## src/rtl/xilinx_pcie_rx_engine.sv

```systemverilog
// -----------------------------------------------------------------------------
// xilinx_pcie_rx_engine
//
// Receive-side TLP engine sitting between the PCIe core's 128-bit AXIS RX port
// and the application. Only 3DW-header TLPs are decoded:
//   - MRd  (fmt_type 7'h00): header fields are latched onto the req_* bus and a
//          one-cycle req_compl pulse asks the completer for a completion. The
//          RX port is stalled until compl_done.
//   - MWr  (fmt_type 7'h40): the first payload DW becomes a single wr_en pulse.
//          Any further payload beats are dropped.
//   - CplD (fmt_type 7'h4A): the payload is re-packed so that payload DW0 lands
//          in cpl_data[31:0], tagged with the TLP tag and delivered through a
//          1-deep valid/ready output register.
//   - everything else is dropped.
//
// Ports
//   i_clk, i_rst_n         clock, asynchronous active-low reset
//   m_axis_rx_*            AXIS RX beat from the core (tready driven here)
//   req_*                  MRd completion request towards the TX completer
//   compl_done             completer finished the requested completion
//   wr_en/wr_addr/wr_be/wr_data   single-DW register write strobe
//   cpl_data/cpl_dw_valid/cpl_tag/cpl_last/cpl_valid/cpl_ready
//                          re-aligned completion payload stream
// -----------------------------------------------------------------------------
module xilinx_pcie_rx_engine #(
    parameter int P_DATA_WIDTH = 128,
    parameter int P_KEEP_WIDTH = P_DATA_WIDTH / 8
) (
    input  logic                    i_clk,
    input  logic                    i_rst_n,

    input  logic [P_DATA_WIDTH-1:0] m_axis_rx_tdata,
    input  logic [P_KEEP_WIDTH-1:0] m_axis_rx_tkeep,
    input  logic                    m_axis_rx_tlast,
    input  logic                    m_axis_rx_tvalid,
    output logic                    m_axis_rx_tready,

    output logic                    req_compl,
    output logic                    req_compl_wd,
    output logic [2:0]              req_tc,
    output logic                    req_td,
    output logic                    req_ep,
    output logic [1:0]              req_attr,
    output logic [9:0]              req_len,
    output logic [15:0]             req_rid,
    output logic [7:0]              req_tag,
    output logic [7:0]              req_be,
    output logic [31:0]             req_addr,
    input  logic                    compl_done,

    output logic                    wr_en,
    output logic [31:0]             wr_addr,
    output logic [3:0]              wr_be,
    output logic [31:0]             wr_data,

    output logic [127:0]            cpl_data,
    output logic [3:0]              cpl_dw_valid,
    output logic [7:0]              cpl_tag,
    output logic                    cpl_last,
    output logic                    cpl_valid,
    input  logic                    cpl_ready
);

    typedef enum logic [2:0] {
        S_IDLE,
        S_RD_WAIT,
        S_DISCARD,
        S_STREAM,
        S_FLUSH
    } state_t;

    localparam logic [6:0] FT_MRD  = 7'h00;
    localparam logic [6:0] FT_MWR  = 7'h40;
    localparam logic [6:0] FT_CPLD = 7'h4A;

    state_t state_q, state_d;

    logic         req_compl_q, req_compl_d;
    logic         req_compl_wd_q, req_compl_wd_d;
    logic [2:0]   req_tc_q, req_tc_d;
    logic         req_td_q, req_td_d;
    logic         req_ep_q, req_ep_d;
    logic [1:0]   req_attr_q, req_attr_d;
    logic [9:0]   req_len_q, req_len_d;
    logic [15:0]  req_rid_q, req_rid_d;
    logic [7:0]   req_tag_q, req_tag_d;
    logic [7:0]   req_be_q, req_be_d;
    logic [31:0]  req_addr_q, req_addr_d;

    logic         wr_en_q, wr_en_d;
    logic [31:0]  wr_addr_q, wr_addr_d;
    logic [3:0]   wr_be_q, wr_be_d;
    logic [31:0]  wr_data_q, wr_data_d;

    logic [127:0] cpl_data_q, cpl_data_d;
    logic [3:0]   cpl_dw_valid_q, cpl_dw_valid_d;
    logic [7:0]   cpl_tag_q, cpl_tag_d;
    logic         cpl_last_q, cpl_last_d;
    logic         cpl_valid_q, cpl_valid_d;

    // Tag of the CplD being streamed. Kept apart from cpl_tag so that a new
    // CplD header accepted while the previous final word is still stalled
    // does not change the tag under that word.
    logic [7:0]   tag_hold_q, tag_hold_d;
    // Payload DW carried over to the next output word (the header beat and
    // every payload beat leave their top DW behind).
    logic [31:0]  scratch_q, scratch_d;
    // Payload DWs not yet emitted; 1024 needs the 11th bit.
    logic [10:0]  rem_q, rem_d;

    logic [31:0]  dw0, dw1, dw2, dw3;
    logic [6:0]   fmt_type;
    logic [10:0]  hdr_len;
    logic         out_free;
    logic         beat_acc;
    logic [3:0]   stream_mask;
    logic [10:0]  stream_rem;
    logic         unused_ok;

    assign dw0      = m_axis_rx_tdata[31:0];
    assign dw1      = m_axis_rx_tdata[63:32];
    assign dw2      = m_axis_rx_tdata[95:64];
    assign dw3      = m_axis_rx_tdata[127:96];
    assign fmt_type = dw0[30:24];
    assign hdr_len  = (dw0[9:0] == 10'd0) ? 11'd1024 : {1'b0, dw0[9:0]};

    // Byte enables are implied by the Length field; header reserved bits and
    // the low address bits are not needed.
    assign unused_ok = ^{m_axis_rx_tkeep, m_axis_rx_tdata};

    // The output register can take a new word when empty or draining now.
    assign out_free = !cpl_valid_q || cpl_ready;

    assign m_axis_rx_tready = (state_q == S_IDLE) || (state_q == S_DISCARD) ||
                              ((state_q == S_STREAM) && out_free);

    assign beat_acc = m_axis_rx_tvalid && m_axis_rx_tready;

    // Valid-DW mask and remaining count for a payload beat in STREAM.
    always_comb begin
        stream_mask = 4'hF;
        stream_rem  = 11'd0;
        if (rem_q >= 11'd4) begin
            stream_mask = 4'hF;
            stream_rem  = rem_q - 11'd4;
        end else begin
            case (rem_q[1:0])
                2'd1:    stream_mask = 4'h1;
                2'd2:    stream_mask = 4'h3;
                2'd3:    stream_mask = 4'h7;
                default: stream_mask = 4'h0;
            endcase
        end
    end

    always_comb begin
        state_d        = state_q;
        req_compl_d    = 1'b0;
        req_compl_wd_d = req_compl_wd_q;
        req_tc_d       = req_tc_q;
        req_td_d       = req_td_q;
        req_ep_d       = req_ep_q;
        req_attr_d     = req_attr_q;
        req_len_d      = req_len_q;
        req_rid_d      = req_rid_q;
        req_tag_d      = req_tag_q;
        req_be_d       = req_be_q;
        req_addr_d     = req_addr_q;
        wr_en_d        = 1'b0;
        wr_addr_d      = wr_addr_q;
        wr_be_d        = wr_be_q;
        wr_data_d      = wr_data_q;
        cpl_data_d     = cpl_data_q;
        cpl_dw_valid_d = cpl_dw_valid_q;
        cpl_tag_d      = cpl_tag_q;
        cpl_last_d     = cpl_last_q;
        cpl_valid_d    = cpl_valid_q && !cpl_ready;
        tag_hold_d     = tag_hold_q;
        scratch_d      = scratch_q;
        rem_d          = rem_q;

        case (state_q)
            S_IDLE: begin
                if (beat_acc) begin
                    case (fmt_type)
                        FT_MRD: begin
                            req_compl_d    = 1'b1;
                            req_compl_wd_d = 1'b1;
                            req_tc_d       = dw0[22:20];
                            req_td_d       = dw0[15];
                            req_ep_d       = dw0[14];
                            req_attr_d     = dw0[13:12];
                            req_len_d      = dw0[9:0];
                            req_rid_d      = dw1[31:16];
                            req_tag_d      = dw1[15:8];
                            req_be_d       = dw1[7:0];
                            req_addr_d     = {dw2[31:2], 2'b00};
                            state_d        = S_RD_WAIT;
                        end
                        FT_MWR: begin
                            wr_en_d   = 1'b1;
                            wr_addr_d = {dw2[31:2], 2'b00};
                            wr_be_d   = dw1[3:0];
                            wr_data_d = dw3;
                            state_d   = m_axis_rx_tlast ? S_IDLE : S_DISCARD;
                        end
                        FT_CPLD: begin
                            tag_hold_d = dw2[15:8];
                            scratch_d  = dw3;
                            rem_d      = hdr_len;
                            state_d    = m_axis_rx_tlast ? S_FLUSH : S_STREAM;
                        end
                        default: begin
                            state_d = m_axis_rx_tlast ? S_IDLE : S_DISCARD;
                        end
                    endcase
                end
            end

            S_RD_WAIT: begin
                if (compl_done) begin
                    state_d = S_IDLE;
                end
            end

            S_DISCARD: begin
                if (beat_acc && m_axis_rx_tlast) begin
                    state_d = S_IDLE;
                end
            end

            S_STREAM: begin
                if (beat_acc) begin
                    cpl_data_d     = {m_axis_rx_tdata[95:0], scratch_q};
                    scratch_d      = m_axis_rx_tdata[127:96];
                    cpl_dw_valid_d = stream_mask;
                    cpl_tag_d      = tag_hold_q;
                    cpl_valid_d    = 1'b1;
                    rem_d          = stream_rem;
                    cpl_last_d     = 1'b0;
                    if (m_axis_rx_tlast) begin
                        // More than four DWs outstanding means the DW parked
                        // in scratch still needs a word of its own.
                        if (rem_q > 11'd4) begin
                            state_d = S_FLUSH;
                        end else begin
                            cpl_last_d = 1'b1;
                            state_d    = S_IDLE;
                        end
                    end
                end
            end

            S_FLUSH: begin
                if (out_free) begin
                    cpl_data_d     = {96'd0, scratch_q};
                    cpl_dw_valid_d = 4'b0001;
                    cpl_tag_d      = tag_hold_q;
                    cpl_last_d     = 1'b1;
                    cpl_valid_d    = 1'b1;
                    rem_d          = 11'd0;
                    state_d        = S_IDLE;
                end
            end

            default: begin
                state_d = S_IDLE;
            end
        endcase
    end

    always_ff @(posedge i_clk or negedge i_rst_n) begin
        if (!i_rst_n) begin
            state_q        <= S_IDLE;
            req_compl_q    <= 1'b0;
            req_compl_wd_q <= 1'b0;
            req_tc_q       <= 3'd0;
            req_td_q       <= 1'b0;
            req_ep_q       <= 1'b0;
            req_attr_q     <= 2'd0;
            req_len_q      <= 10'd0;
            req_rid_q      <= 16'd0;
            req_tag_q      <= 8'd0;
            req_be_q       <= 8'd0;
            req_addr_q     <= 32'd0;
            wr_en_q        <= 1'b0;
            wr_addr_q      <= 32'd0;
            wr_be_q        <= 4'd0;
            wr_data_q      <= 32'd0;
            cpl_data_q     <= 128'd0;
            cpl_dw_valid_q <= 4'd0;
            cpl_tag_q      <= 8'd0;
            cpl_last_q     <= 1'b0;
            cpl_valid_q    <= 1'b0;
            tag_hold_q     <= 8'd0;
            scratch_q      <= 32'd0;
            rem_q          <= 11'd0;
        end else begin
            state_q        <= state_d;
            req_compl_q    <= req_compl_d;
            req_compl_wd_q <= req_compl_wd_d;
            req_tc_q       <= req_tc_d;
            req_td_q       <= req_td_d;
            req_ep_q       <= req_ep_d;
            req_attr_q     <= req_attr_d;
            req_len_q      <= req_len_d;
            req_rid_q      <= req_rid_d;
            req_tag_q      <= req_tag_d;
            req_be_q       <= req_be_d;
            req_addr_q     <= req_addr_d;
            wr_en_q        <= wr_en_d;
            wr_addr_q      <= wr_addr_d;
            wr_be_q        <= wr_be_d;
            wr_data_q      <= wr_data_d;
            cpl_data_q     <= cpl_data_d;
            cpl_dw_valid_q <= cpl_dw_valid_d;
            cpl_tag_q      <= cpl_tag_d;
            cpl_last_q     <= cpl_last_d;
            cpl_valid_q    <= cpl_valid_d;
            tag_hold_q     <= tag_hold_d;
            scratch_q      <= scratch_d;
            rem_q          <= rem_d;
        end
    end

    assign req_compl    = req_compl_q;
    assign req_compl_wd = req_compl_wd_q;
    assign req_tc       = req_tc_q;
    assign req_td       = req_td_q;
    assign req_ep       = req_ep_q;
    assign req_attr     = req_attr_q;
    assign req_len      = req_len_q;
    assign req_rid      = req_rid_q;
    assign req_tag      = req_tag_q;
    assign req_be       = req_be_q;
    assign req_addr     = req_addr_q;
    assign wr_en        = wr_en_q;
    assign wr_addr      = wr_addr_q;
    assign wr_be        = wr_be_q;
    assign wr_data      = wr_data_q;
    assign cpl_data     = cpl_data_q;
    assign cpl_dw_valid = cpl_dw_valid_q;
    assign cpl_tag      = cpl_tag_q;
    assign cpl_last     = cpl_last_q;
    assign cpl_valid    = cpl_valid_q;

endmodule

```

## config.mk

```make
export PLATFORM = sky130hd
export DESIGN_NAME = xilinx_pcie_rx_engine
export DESIGN_NICKNAME = d
export VERILOG_FILES = /design/src/rtl/xilinx_pcie_rx_engine.sv
export SDC_FILE = /design/constraint.sdc
export NUM_CORES = 1
export LEC_CHECK = 0
export CAP_MARGIN = 20
export CORE_AREA = 2 2 174 176
export CTS_BUF_LIST = sky130_fd_sc_hd__clkbuf_4
export DETAILED_ROUTE_END_ITERATION = 8
export DIE_AREA = 0 0 176 178
export GPL_ROUTABILITY_DRIVEN = 0
export HOLD_SLACK_MARGIN = 0.06
export PLACE_DENSITY_LB_ADDON = 0.12
export SETUP_SLACK_MARGIN = 0.02
export SYNTH_ARGS = -nofsm -noshare
export SYNTH_HDL_FRONTEND = slang
export SYNTH_SLANG_ARGS = --single-unit
```

## constraint.sdc

```tcl
create_clock -name i_clk -period 5.86 [get_ports i_clk]
set_input_delay 1.172 -clock i_clk [delete_from_list [all_inputs] [get_ports i_clk]]
set_output_delay 1.172 -clock i_clk [all_outputs]
set_load 0.005 [all_outputs]
```

Word level (Yosys, flattened, before mapping)
Index checks and enable logic that the tools add are counted.
{ "totals": {"latchBits": 0, "mem_count": 0, "wordCells": 112, "ram_bits": 0, "out_inout_bits": 295, "reg_bits": 344, "romBits": 0, "in_bits": 150} }
{ "classes": {"div_mod_pow": 0, "mux": 47, "order_cmp": 2, "add_sub_neg": 1, "bitwise": 0, "n_shift": 0, "reduce_logical": 22, "n_mul": 0, "eq_ne": 16} }
{ "op_table": {"columns": ["op", "n"], "rows": [
  ["2-to-1 mux 128 bit", 2],
  ["one-hot mux 128 bit (2 select lines)", 1],
  ["2-to-1 mux 32 bit", 3],
  ["2-to-1 mux 11 bit", 6],
  ["one-hot mux 32 bit (2 select lines)", 1],
  ["one-hot mux 11 bit (3 select lines)", 1],
  ["2-to-1 mux 3 bit", 8],
  ["2-to-1 mux 8 bit", 2],
  ["one-hot mux 8 bit (2 select lines)", 1],
  ["one-hot mux 3 bit (5 select lines)", 1],
  ["== test 7 bit, second input constant", 2],
  ["2-to-1 mux 1 bit", 12],
  ["2-to-1 mux 4 bit", 3],
  ["AND reduction 3 bit", 4],
  ["greater-or-equal comparator 11 x 3 -> 1 bit, second input constant", 1],
  ["> comparator 11 x 3 -> 1 bit, second input constant", 1],
  ["subtractor 11 x 3 -> 11 bit, second input constant", 1],
  ["zero test 10 bit", 1],
  ["inequality test 2 bit, second input constant", 5],
  ["one-hot mux 3 bit (3 select lines)", 1],
  ["one-hot mux 4 bit (2 select lines)", 1],
  ["zero test 7 bit", 1],
  ["== test 3 x 2 -> 1 bit, second input constant", 2],
  ["one-hot mux 3 bit (2 select lines)", 1],
  ["16 further kinds", 26]
]} }

Longest topological paths before layout
Gate-level depths: netlist of the first run.
{ "logic_depth": {"depth_word": 8, "ltp_mapped": 9, "ltp_nobuf": 7} }

Least setup slack after synthesis of the first run
No wires, ideal clock.
{ "synth_path": {"path_type": "input port to output port", "startpoint": "in cpl_ready", "endpoint": "out m_axis_rx_tready", "required_time_ps": 4688, "slack_ps": 2893, "path_buffers": 1, "path_stages": 4, "arrival_time_ps": 1795, "path_cell_list": "nand2b_1 > clkbuf_1 > nand2_1 > a21oi_1"} }
{ "synth_between": {"elab_chain_len": 3} }
{ "synth_rtl": {"columns": ["element", "line_no", "source"], "rows": [
  ["start, declared", "61", "input logic cpl_ready"],
  ["logical OR 1 bit", "132", "assign out_free = !cpl_valid_q || cpl_ready;"],
  ["logical AND 1 bit", "135", "((state_q == S_STREAM) && out_free);"],
  ["logical OR 1 bit", "134", "assign m_axis_rx_tready = (state_q == S_IDLE) || (state_q == S_DISCARD) ||"],
  ["end, declared", "36", "output logic m_axis_rx_tready,"]
]} }
No other way between the ends.

Final worst setup path of the first run
Same ends and word-level chain as after synthesis.

==> flow_metrics.env, run 1 <==
export IMPL_syn_avg_cell_area_um2=15.24
export IMPL_hold_violations=0
export IMPL_vias_per_cell=5.154
export IMPL_r2r_setup_slack_ns=3.11
export IMPL_tritoncts="yes"
export IMPL_hp_class="in2async"
export IMPL_drt_total_wl_mm=35.18
export IMPL_fmax_mhz=244.4
export IMPL_ant_nets=0
export IMPL_drt_met1_wl_mm=14.19
export IMPL_reg2regPathDepth=5
export IMPL_drc=0
export IMPL_numCtsBuffers=90
export IMPL_status="finished, final reports clean"
export IMPL_finalSetupViolCount=0
export IMPL_drt_initial_drc_count=349
export IMPL_cp_end_kind="output pin"
export IMPL_tns_ns=0
export IMPL_grtUsageTotal=0.2243
export IMPL_critPathTopFamily="buffers and inverters"
export IMPL_p_leak_uw=0.008867
export IMPL_grt_max_degree=186
export IMPL_num_vias=9199
export IMPL_synth_edf_count=0
export IMPL_r2r_end="cpl_data[6]"
export IMPL_cp_depth=5
export IMPL_ys_ff_latch=344
export IMPL_synth_top_area_share=0.6566
export IMPL_die_y_um=178
export IMPL_cp_slowest_cell="clkdlybuf4s50_1"
export IMPL_met2_length_mm=16.70
export IMPL_port_buffers=424
export IMPL_drive_above_1_share=0.2821
export IMPL_slew_viol_final=0
export IMPL_critPathBufInv=2
export IMPL_worst_pin_slew_ns=1.043
export IMPL_cts_clk_slew_worst_paths_ns=0.06
export IMPL_grt_pass1_wl_mm=54.38
export IMPL_fp_dieW_um=176
export IMPL_cp_arrival_ns=2.92
export IMPL_num_rows=63
export IMPL_firstDrtPassIters=4
export IMPL_synth_async_reset_ratio=1.000
export IMPL_cts_hold_buffers_added=0
export IMPL_ios=445
export IMPL_synthDistinctLibCells=48
export IMPL_max_stage_delay_ns=0.58
export IMPL_grt_pass1_vias=9573
export IMPL_clock_sinks=344
export IMPL_syn2layout_area_growth_pct=43.82
export IMPL_min_period_over_period=0.6981
export IMPL_final_nets=1482
export IMPL_yosysMostFrequentCell="dfrtp_1"
export IMPL_netlist_instances=860
export IMPL_startpoint="cpl_ready"
export IMPL_cts_post_setup_buffers_inserted=0
export IMPL_cp_start_kind="input pin"
export IMPL_worst_ep_required_time_ns=4.69
export IMPL_die_area_mm2=0.03133
export IMPL_cp_max_fo=10
export IMPL_cts_buffer_depth=3
export IMPL_clkLatencyLatePin_ns=0.69
export IMPL_routedWlPerCell_um=19.71
export IMPL_rsz0062_at_grt="no"
export IMPL_initial_utilization=0.4459
export IMPL_clockRootBuffer="clkbuf_4"
export IMPL_yosysWarnings=0
export IMPL_peakVddDrop_mv=0.2391
export IMPL_ys_top_cells_by_count="dfrtp_1 (344), mux2_2 (227), a22o_1 (97)"
export IMPL_synth_flop_cell="dfrtp_1"
export IMPL_relSlewSlack=0.3048
export IMPL_met3_length_mm=3.366
export IMPL_grt_remaining_overflow=0
export IMPL_path_cells="clkdlybuf4s50_1, nand2b_1, nand2_1, a21oi_1, clkdlybuf4s50_1"
export IMPL_drv_max_cap_violation_count=0
export IMPL_synth_top_area_cell="dfrtp_1"
export IMPL_synthTopCellsByArea="dfrtp_1 (66%), mux2_2 (19%), a22o_1 (6.5%)"
export IMPL_powerDensity_mw_per_mm2=431.2
export IMPL_fin_skew_ns=0.03993
export IMPL_post_cts_resized=0
export IMPL_ys_seq_area_frac=0.6566
export IMPL_antenna_found_initial=1
export IMPL_syn_cell_area_mm2=0.01311
export IMPL_path_common_cell="clkdlybuf4s50_1"
export IMPL_htreeDepth=3
export IMPL_path_class="in2out"
export IMPL_hpwl_mm=23.61
export IMPL_layout_setup_ws_ns=1.769
export IMPL_dpl_worst_slack_ns=1.732
export IMPL_top_layer_used="met4"
export IMPL_coreArea_mm2=0.02940
export IMPL_finalCriticalPeriod_ns=4.091
export IMPL_r2r_start="state_q[1]"
-- worst register-to-register path, delay by kind of cell, from the launching register on --
kind,cells,cell delay (ns)
DFF,1,0.48
AOI/OAI and AO/OA,1,0.26
muxes,1,0.38
and+or+nand+nor,2,1.07
buffers and inverters,1,0.45
-- layout make-up --
class	instances	area (µm²)
repair buffers	433	4342
clock inverters	17	133.9
multi-input cells	450	4200
clock buffers	138	1036
inverters	11	41.29
diodes	2	5.005
fillers	2294	10550
flip-flops and latches	344	8608
well taps	390	488.0
-- metrics by stage --
| stage | hold WS, ns | instances | utilization | total power, µW | instance area (µm²) |
|---|---|---|---|---|---|
| floorplan | 0.4590 | 863 | - | 4492 | 13120 |
| global placement | 0.4514 | 1628 | 0.6013 | 6034 | 17680 |
| detailed placement | 0.4728 | 1628 | 0.6013 | 6085 | 17680 |
| CTS | 0.2487 | 1783 | 0.6411 | 8252 | 18850 |
| global route | 0.2658 | 1785 | 0.6413 | 8642 | 18850 |
| finish | 0.3240 | 1785 | 0.6413 | 8130 | 18850 |
-- metal layers --
layer  vias to the layer above  GRT usage
met5                         -          0
met3                        61    0.08696
li1                       4145          -
met2                       377     0.3604
met1                      4616     0.2755
met4                         0    0.08506
-- state kept, by name, indices dropped and copies added (netlist names), 4 cells and up --
name,cells
wr_be,4
req_addr,30
cpl_tag,8
wr_addr,30
tag_hold_q,8
cpl_data,128
req_rid,16
cpl_dw_valid,4
rem_q,11
scratch_q,32
req_len,10
req_tag,8
wr_data,32
req_be,8
-- power by group --
group          leakage [µW]  internal [µW]  switching, µW  total, µW
Combinational       0.00363           1630            929       2560
Clock              0.000698           1160            946       2100
Sequential          0.00454           3080            395       3470
Total               0.00887           5860           2270       8130
-- how the worst max path moves through the flow --
stage / endpoint / slack (ns)
after floorplan: m_axis_rx_tready / 2.89
after global placement: req_attr[0] / 1.76
after detailed placement: req_len[8] / 1.73
after CTS: m_axis_rx_tready / 1.79
after global routing: m_axis_rx_tready / 1.59
final: m_axis_rx_tready / 1.77
-- layout by cell type, fill, tap and decap left out, types with 6 or more instances in the layout --
| cell type | count |
|---|---|
| clkdlybuf4s50_1 | 423 |
| dfrtp_1 | 344 |
| mux2_2 | 227 |
| clkbuf_4 | 138 |
| a22o_1 | 97 |
| nand2_1 | 15 |
| o21ai_0 | 14 |
| nor2_1 | 12 |
| inv_1 | 11 |
| a21oi_1 | 11 |
| clkinv_1 | 9 |
| o31ai_1 | 7 |
| buf_4 | 7 |
| a32oi_1 | 6 |
-- cells by family after synthesis --
| kind of cell | count (synthesis) | share of synthesized area |
|---|---|---|
| AOI/OAI and AO/OA | 150 | 0.09162 |
| adders and majority gates | 2 | 0.001908 |
| buffers and inverters | 69 | 0.02577 |
| DFF | 344 | 0.6566 |
| muxes | 228 | 0.1961 |
| other | 1 | 0.0002860 |
| and+or+nand+nor | 66 | 0.02768 |
(Power assumes the default switching activity.)
==> run 2: changes to the inputs <==
--- a/config.mk
+++ b/config.mk
@@ -6,10 +6,10 @@
 export NUM_CORES = 1
 export LEC_CHECK = 0
 export CAP_MARGIN = 20
-export CORE_AREA = 2 2 174 176
+export CORE_MARGIN = 2
+export CORE_UTILIZATION = 47
 export CTS_BUF_LIST = sky130_fd_sc_hd__clkbuf_4
 export DETAILED_ROUTE_END_ITERATION = 8
-export DIE_AREA = 0 0 176 178
 export GPL_ROUTABILITY_DRIVEN = 0
 export HOLD_SLACK_MARGIN = 0.06
 export PLACE_DENSITY_LB_ADDON = 0.12
==> constraint.sdc (replaced) <==
create_clock -name i_clk -period 4.1 [get_ports i_clk]
set_input_delay 0.82 -clock i_clk [delete_from_list [all_inputs] [get_ports i_clk]]
set_output_delay 0.82 -clock i_clk [all_outputs]
set_load 0.005 [all_outputs]
==> flow_metrics.env, run 2 (synthesis results as in run 1) <==
export IMPL_status="finished, final reports clean"
export IMPL_p_sw_frac=0.2844
export IMPL_cp_start_kind="input pin"
export IMPL_reg2regPathDepth=5
export IMPL_drc=0
export IMPL_die_y_um=171.0
export IMPL_hpwl_mm=24.27
export IMPL_hold_violations=0
export IMPL_finalCriticalPeriod_ns=3.397
export IMPL_holdPathStages=2
export IMPL_cp_arrival_ns=2.58
export IMPL_grt_remaining_overflow=0
export IMPL_hold_start="cpl_dw_valid[1]"
export IMPL_powerDensity_mw_per_mm2=608.7
export IMPL_final_cell_mix="clkdlybuf4s50_1 (423), dfrtp_1 (344), mux2_2 (227)"
export IMPL_min_to="cpl_dw_valid[1]"
export IMPL_path_common_cell="clkdlybuf4s50_1"
export IMPL_syn2layout_area_growth_pct=43.87
export IMPL_p_sw_uw=3265
export IMPL_min_period_over_period=0.8285
export IMPL_grt_pass1_vias=9694
export IMPL_htreeDepth=3
export IMPL_initial_utilization=0.4745
export IMPL_power_internal_uw=8216
export IMPL_largest_reg_flops=128
export IMPL_final_nets=1489
export IMPL_clkLatencyLatePin_ns=0.72
export IMPL_slew_viol_final=0
export IMPL_routedWlPerCell_um=20.00
export IMPL_cts_clk_slew_worst_paths_ns=0.06
export IMPL_peakVddDrop_mv=0.3686
export IMPL_clock_power_share=0.246
export IMPL_numCtsBuffers=90
export IMPL_num_rows=61
export IMPL_die_area_mm2=0.02925
export IMPL_p_leak_uw=0.008875
export IMPL_drv_max_cap_violation_count=0
export IMPL_max_stage_delay_ns=0.57
export IMPL_vias_per_cell=5.236
export IMPL_cp_max_fo=10
export IMPL_place_inst=1622
export IMPL_clock_sinks=344
export IMPL_fin_cells=1776
export IMPL_worst_ep_required_time_ns=3.28
export IMPL_mostFrequentLayoutCell="clkdlybuf4s50_1"
export IMPL_port_buffers=424
export IMPL_cp_slowest_cell="clkdlybuf4s50_1"
export IMPL_clockRootBuffer="clkbuf_4"
export IMPL_hp_class="reg2reg"
export IMPL_path_cells="clkdlybuf4s50_1, nand2b_1, nand2_1, a21oi_1, clkdlybuf4s50_1"
export IMPL_grt_max_degree=102
export IMPL_worst_pin_slew_ns=0.7499
export IMPL_r2r_setup_slack_ns=1.62
export IMPL_pwr_share_comb=0.320
export IMPL_firstDrtPassIters=4
export IMPL_coreArea_mm2=0.02763
export IMPL_path_class="in2out"
export IMPL_drive_above_1_share=0.2815
export IMPL_ios=445
export IMPL_fp_dieW_um=171.0
export IMPL_finalSetupViolCount=0
export IMPL_grt_pass1_wl_mm=54.41
export IMPL_tritoncts="yes"
export IMPL_fmax_mhz=294.4
export IMPL_grtUsageTotal=0.2414
export IMPL_cp_end_kind="output pin"
export IMPL_r2r_start="state_q[1]"
export IMPL_tns_ns=0
export IMPL_fin_skew_ns=0.04966
export IMPL_power_share_sequential=0.434
export IMPL_drt_initial_drc_count=402
export IMPL_ant_nets=0
export IMPL_cts_buffer_depth=3
export IMPL_relSlewSlack=0.4982
export IMPL_rsz0062_at_grt="no"
export IMPL_antenna_found_initial=3
export IMPL_drt_total_wl_mm=35.52
export IMPL_r2r_end="wr_be[3]"
export IMPL_hold_slack_ns=0.4804
export IMPL_num_vias=9300
run 2: layout make-up:
class                           instances  area [µm²]
Tap cell                              378       473.0
Fill cell                            2054        8767
Sequential cell                       344        8608
Inverter                               11       41.29
Timing Repair Buffer                  440        4447
Multi-Input combinational cell        450        4200
Antenna cell                            2       5.005
Clock buffer                          133       998.5
Clock inverter                         18       88.84
run 2: how the worst max path moves through the flow:
| stage | to | from | cells after the start | slack, ns |
|---|---|---|---|---|
| floorplan | rem_q[3] | m_axis_rx_tdata[29] | 6 | 1.58 |
| global placement | wr_addr[24] | m_axis_rx_tdata[29] | 6 | 0.68 |
| detailed placement | wr_addr[29] | m_axis_rx_tdata[29] | 6 | 0.65 |
| CTS | m_axis_rx_tready | cpl_ready | 5 | 0.72 |
| global route | m_axis_rx_tready | cpl_ready | 5 | 0.56 |
| finish | m_axis_rx_tready | cpl_ready | 5 | 0.70 |
run 2: stage by stage:
| step | total power [µW] | util | worst slack (ns) | area, µm² |
|---|---|---|---|---|
| 3_5_place_dp | 8728 | 0.6428 | 0.6540 | 17760 |
| 2_1_floorplan | 6421 | - | 1.576 | 13120 |
| 3_3_place_gp | 8637 | 0.6428 | 0.6798 | 17760 |
| 5_1_grt | 12200 | 0.6827 | 0.5580 | 18860 |
| 6_report | 11480 | 0.6827 | 0.7033 | 18860 |
| 4_1_cts | 11650 | 0.6825 | 0.7208 | 18860 |
run 2: layer usage:
metal | wire length, µm | track usage
met1 | 14260 | 0.2972
met2 | 17050 | 0.3876
met3 | 3343 | 0.09230
met4 | 839 | 0.08990
met5 | 13 | 0
run 2: critical path: cells and delay by family:
kind	cells	cell delay, ns
simple gates	2	0.49
compound gates	1	0.24
buf+inv	2	1.02
run 2: repair_timing:
item / CTS / global route
gates resized for setup: 0 / 0
hold buffers: 1 / 0
setup buffers: 0 / 0
setup endpoints to repair: 0 / 0
endpoints found under the hold margin: 52 / 0
run 2: power by group through the flow:
stage | Sequential (µW) | Clock (µW) | Combinational, µW
after CTS | 4980 | 2940 | 3730
after global placement | 4990 | 0 | 3650
final | 4980 | 2820 | 3680
after floorplan | 4990 | 0 | 1430
after detailed placement | 5010 | 0 | 3710
after global routing | 5100 | 3130 | 3970
==> run 3: changes to the inputs <==
==> constraint.sdc (replaced) <==
create_clock -name i_clk -period 3.2 [get_ports i_clk]
set_input_delay 0.64 -clock i_clk [delete_from_list [all_inputs] [get_ports i_clk]]
set_output_delay 0.64 -clock i_clk [all_outputs]
set_load 0.005 [all_outputs]
==> flow_metrics.env, run 3 (synthesis results as in run 1) <==
export IMPL_drv_max_cap_violation_count=0
export IMPL_drive_above_1_share=0.2848
export IMPL_final_util=0.6868
export IMPL_die_y_um=171.0
export IMPL_final_nets=1493
export IMPL_layout_setup_ws_ns=0.4790
export IMPL_rsz0062_at_grt="no"
export IMPL_syn2layout_area_growth_pct=44.73
export IMPL_vias_per_cell=5.161
export IMPL_cts_clk_slew_worst_paths_ns=0.06
export IMPL_num_vias=9186
export IMPL_cts_buffer_depth=3
export IMPL_fillers=2099
export IMPL_grtUsageTotal=0.2389
export IMPL_peakVddDrop_mv=0.4259
export IMPL_min_period_over_period=0.8503
export IMPL_r2r_setup_slack_ns=0.73
export IMPL_r2r_end="rem_q[8]"
export IMPL_relSlewSlack=0.5327
export IMPL_port_buffers=424
export IMPL_routedWlPerCell_um=19.73
export IMPL_cts_post_setup_buffers_inserted=0
export IMPL_p_leak_uw=0.008932
export IMPL_initial_utilization=0.4745
export IMPL_hold_start="cpl_dw_valid[1]"
export IMPL_powerDensity_mw_per_mm2=779.6
export IMPL_die_area_mm2=0.02925
export IMPL_hpwl_mm=23.85
export IMPL_hp_class="reg2reg"
export IMPL_htreeDepth=3
export IMPL_coreArea_mm2=0.02763
export IMPL_fp_dieW_um=171.0
export IMPL_cp_end_kind="output pin"
export IMPL_antenna_found_initial=3
export IMPL_drc=0
export IMPL_finalCriticalPeriod_ns=2.721
export IMPL_tns_ns=0
export IMPL_drt_total_wl_mm=35.12
export IMPL_clkLatencyLatePin_ns=0.69
export IMPL_slew_viol_final=0
export IMPL_grt_max_degree=84
export IMPL_worst_ep_required_time_ns=2.56
export IMPL_reg2regPathDepth=5
export IMPL_holdPathStages=2
export IMPL_regArea_mm2=0.008608
export IMPL_grt_pass1_wl_mm=53.91
export IMPL_fin_skew_ns=0.05452
export IMPL_largest_reg_flops=128
export IMPL_multi_input_area_mm2=0.004200
export IMPL_ant_nets=0
export IMPL_tritoncts="yes"
export IMPL_r2r_start="rem_q[7]"
export IMPL_grt_remaining_overflow=0
export IMPL_clockRootBuffer="clkbuf_4"
export IMPL_mostFrequentLayoutCell="clkdlybuf4s50_1"
export IMPL_post_cts_resized=0
export IMPL_clock_sinks=344
export IMPL_cp_max_fo=2
export IMPL_fmax_mhz=367.5
export IMPL_power_uw=14790
export IMPL_cts_hold_buffers_added=1
export IMPL_numCtsBuffers=90
export IMPL_grt_pass1_vias=9670
export IMPL_num_rows=61
export IMPL_firstDrtPassIters=6
export IMPL_min_to="cpl_dw_valid[1]"
export IMPL_path_class="in2out"
export IMPL_cp_arrival_ns=2.08
export IMPL_worst_pin_slew_ns=0.6984
export IMPL_ios=445
export IMPL_status="finished, final reports clean"
export IMPL_final_cell_mix="clkdlybuf4s50_1 (423), dfrtp_1 (344), mux2_2 (227)"
export IMPL_cp_start_kind="input pin"
export IMPL_drt_initial_drc_count=398
export IMPL_dpl_worst_slack_ns=0.2997
export IMPL_hold_violations=0
export IMPL_finalSetupViolCount=0
[run 3: cell count changes in the layout (fill, tap and decap cells not counted), sizes merged]
cell / change
buf: +4
clkbuf: +1
diode: -1
[run 3: stage by stage]
stage	hold slack, ns	instance area, µm²	instances
global placement	0.4505	17860	1626
floorplan	0.3444	13120	863
detailed placement	0.4554	17860	1626
finish	0.4756	18970	1780
CTS	0.4405	18970	1779
global route	0.4560	18970	1780
[run 3: where the power goes]
group / switching, µW / internal [µW]
logic: 1730 / 3040
clock network: 1740 / 1910
registers: 738 / 5640
total: 4210 / 10600
[run 3: metal layers]
layer | part of all wire | track usage
met2 | 0.47 | 0.3820
met4 | 0.027 | 0.08769
met5 | 0.00037 | 0
met1 | 0.40 | 0.2922
met3 | 0.097 | 0.09692
[run 3: worst max path at each step]
stage | startpoint | end
after detailed placement | m_axis_rx_tdata[29] | wr_data[24]
final | cpl_ready | m_axis_rx_tready
after global placement | m_axis_rx_tdata[29] | wr_addr[26]
after floorplan | m_axis_rx_tdata[29] | rem_q[3]
after global routing | state_q[1] | m_axis_rx_tready
after CTS | state_q[1] | m_axis_rx_tready
[run 3: layout make-up]
cell class	count	share of cell area
flip-flops and latches	344	0.4537
repair buffers	444	0.2399
multi-input cells	450	0.2214
clock buffers	134	0.05302
well taps	378	0.02493
clock inverters	18	0.004814
inverters	11	0.002176
diodes	1	0.0001319
[run 3: critical path, cell delays in order]
cell and delay, ns:
clkdlybuf4s50_1 0.45, nand2b_1 0.14, nand2_1 0.06, a21oi_1 0.22, clkdlybuf4s50_1 0.57
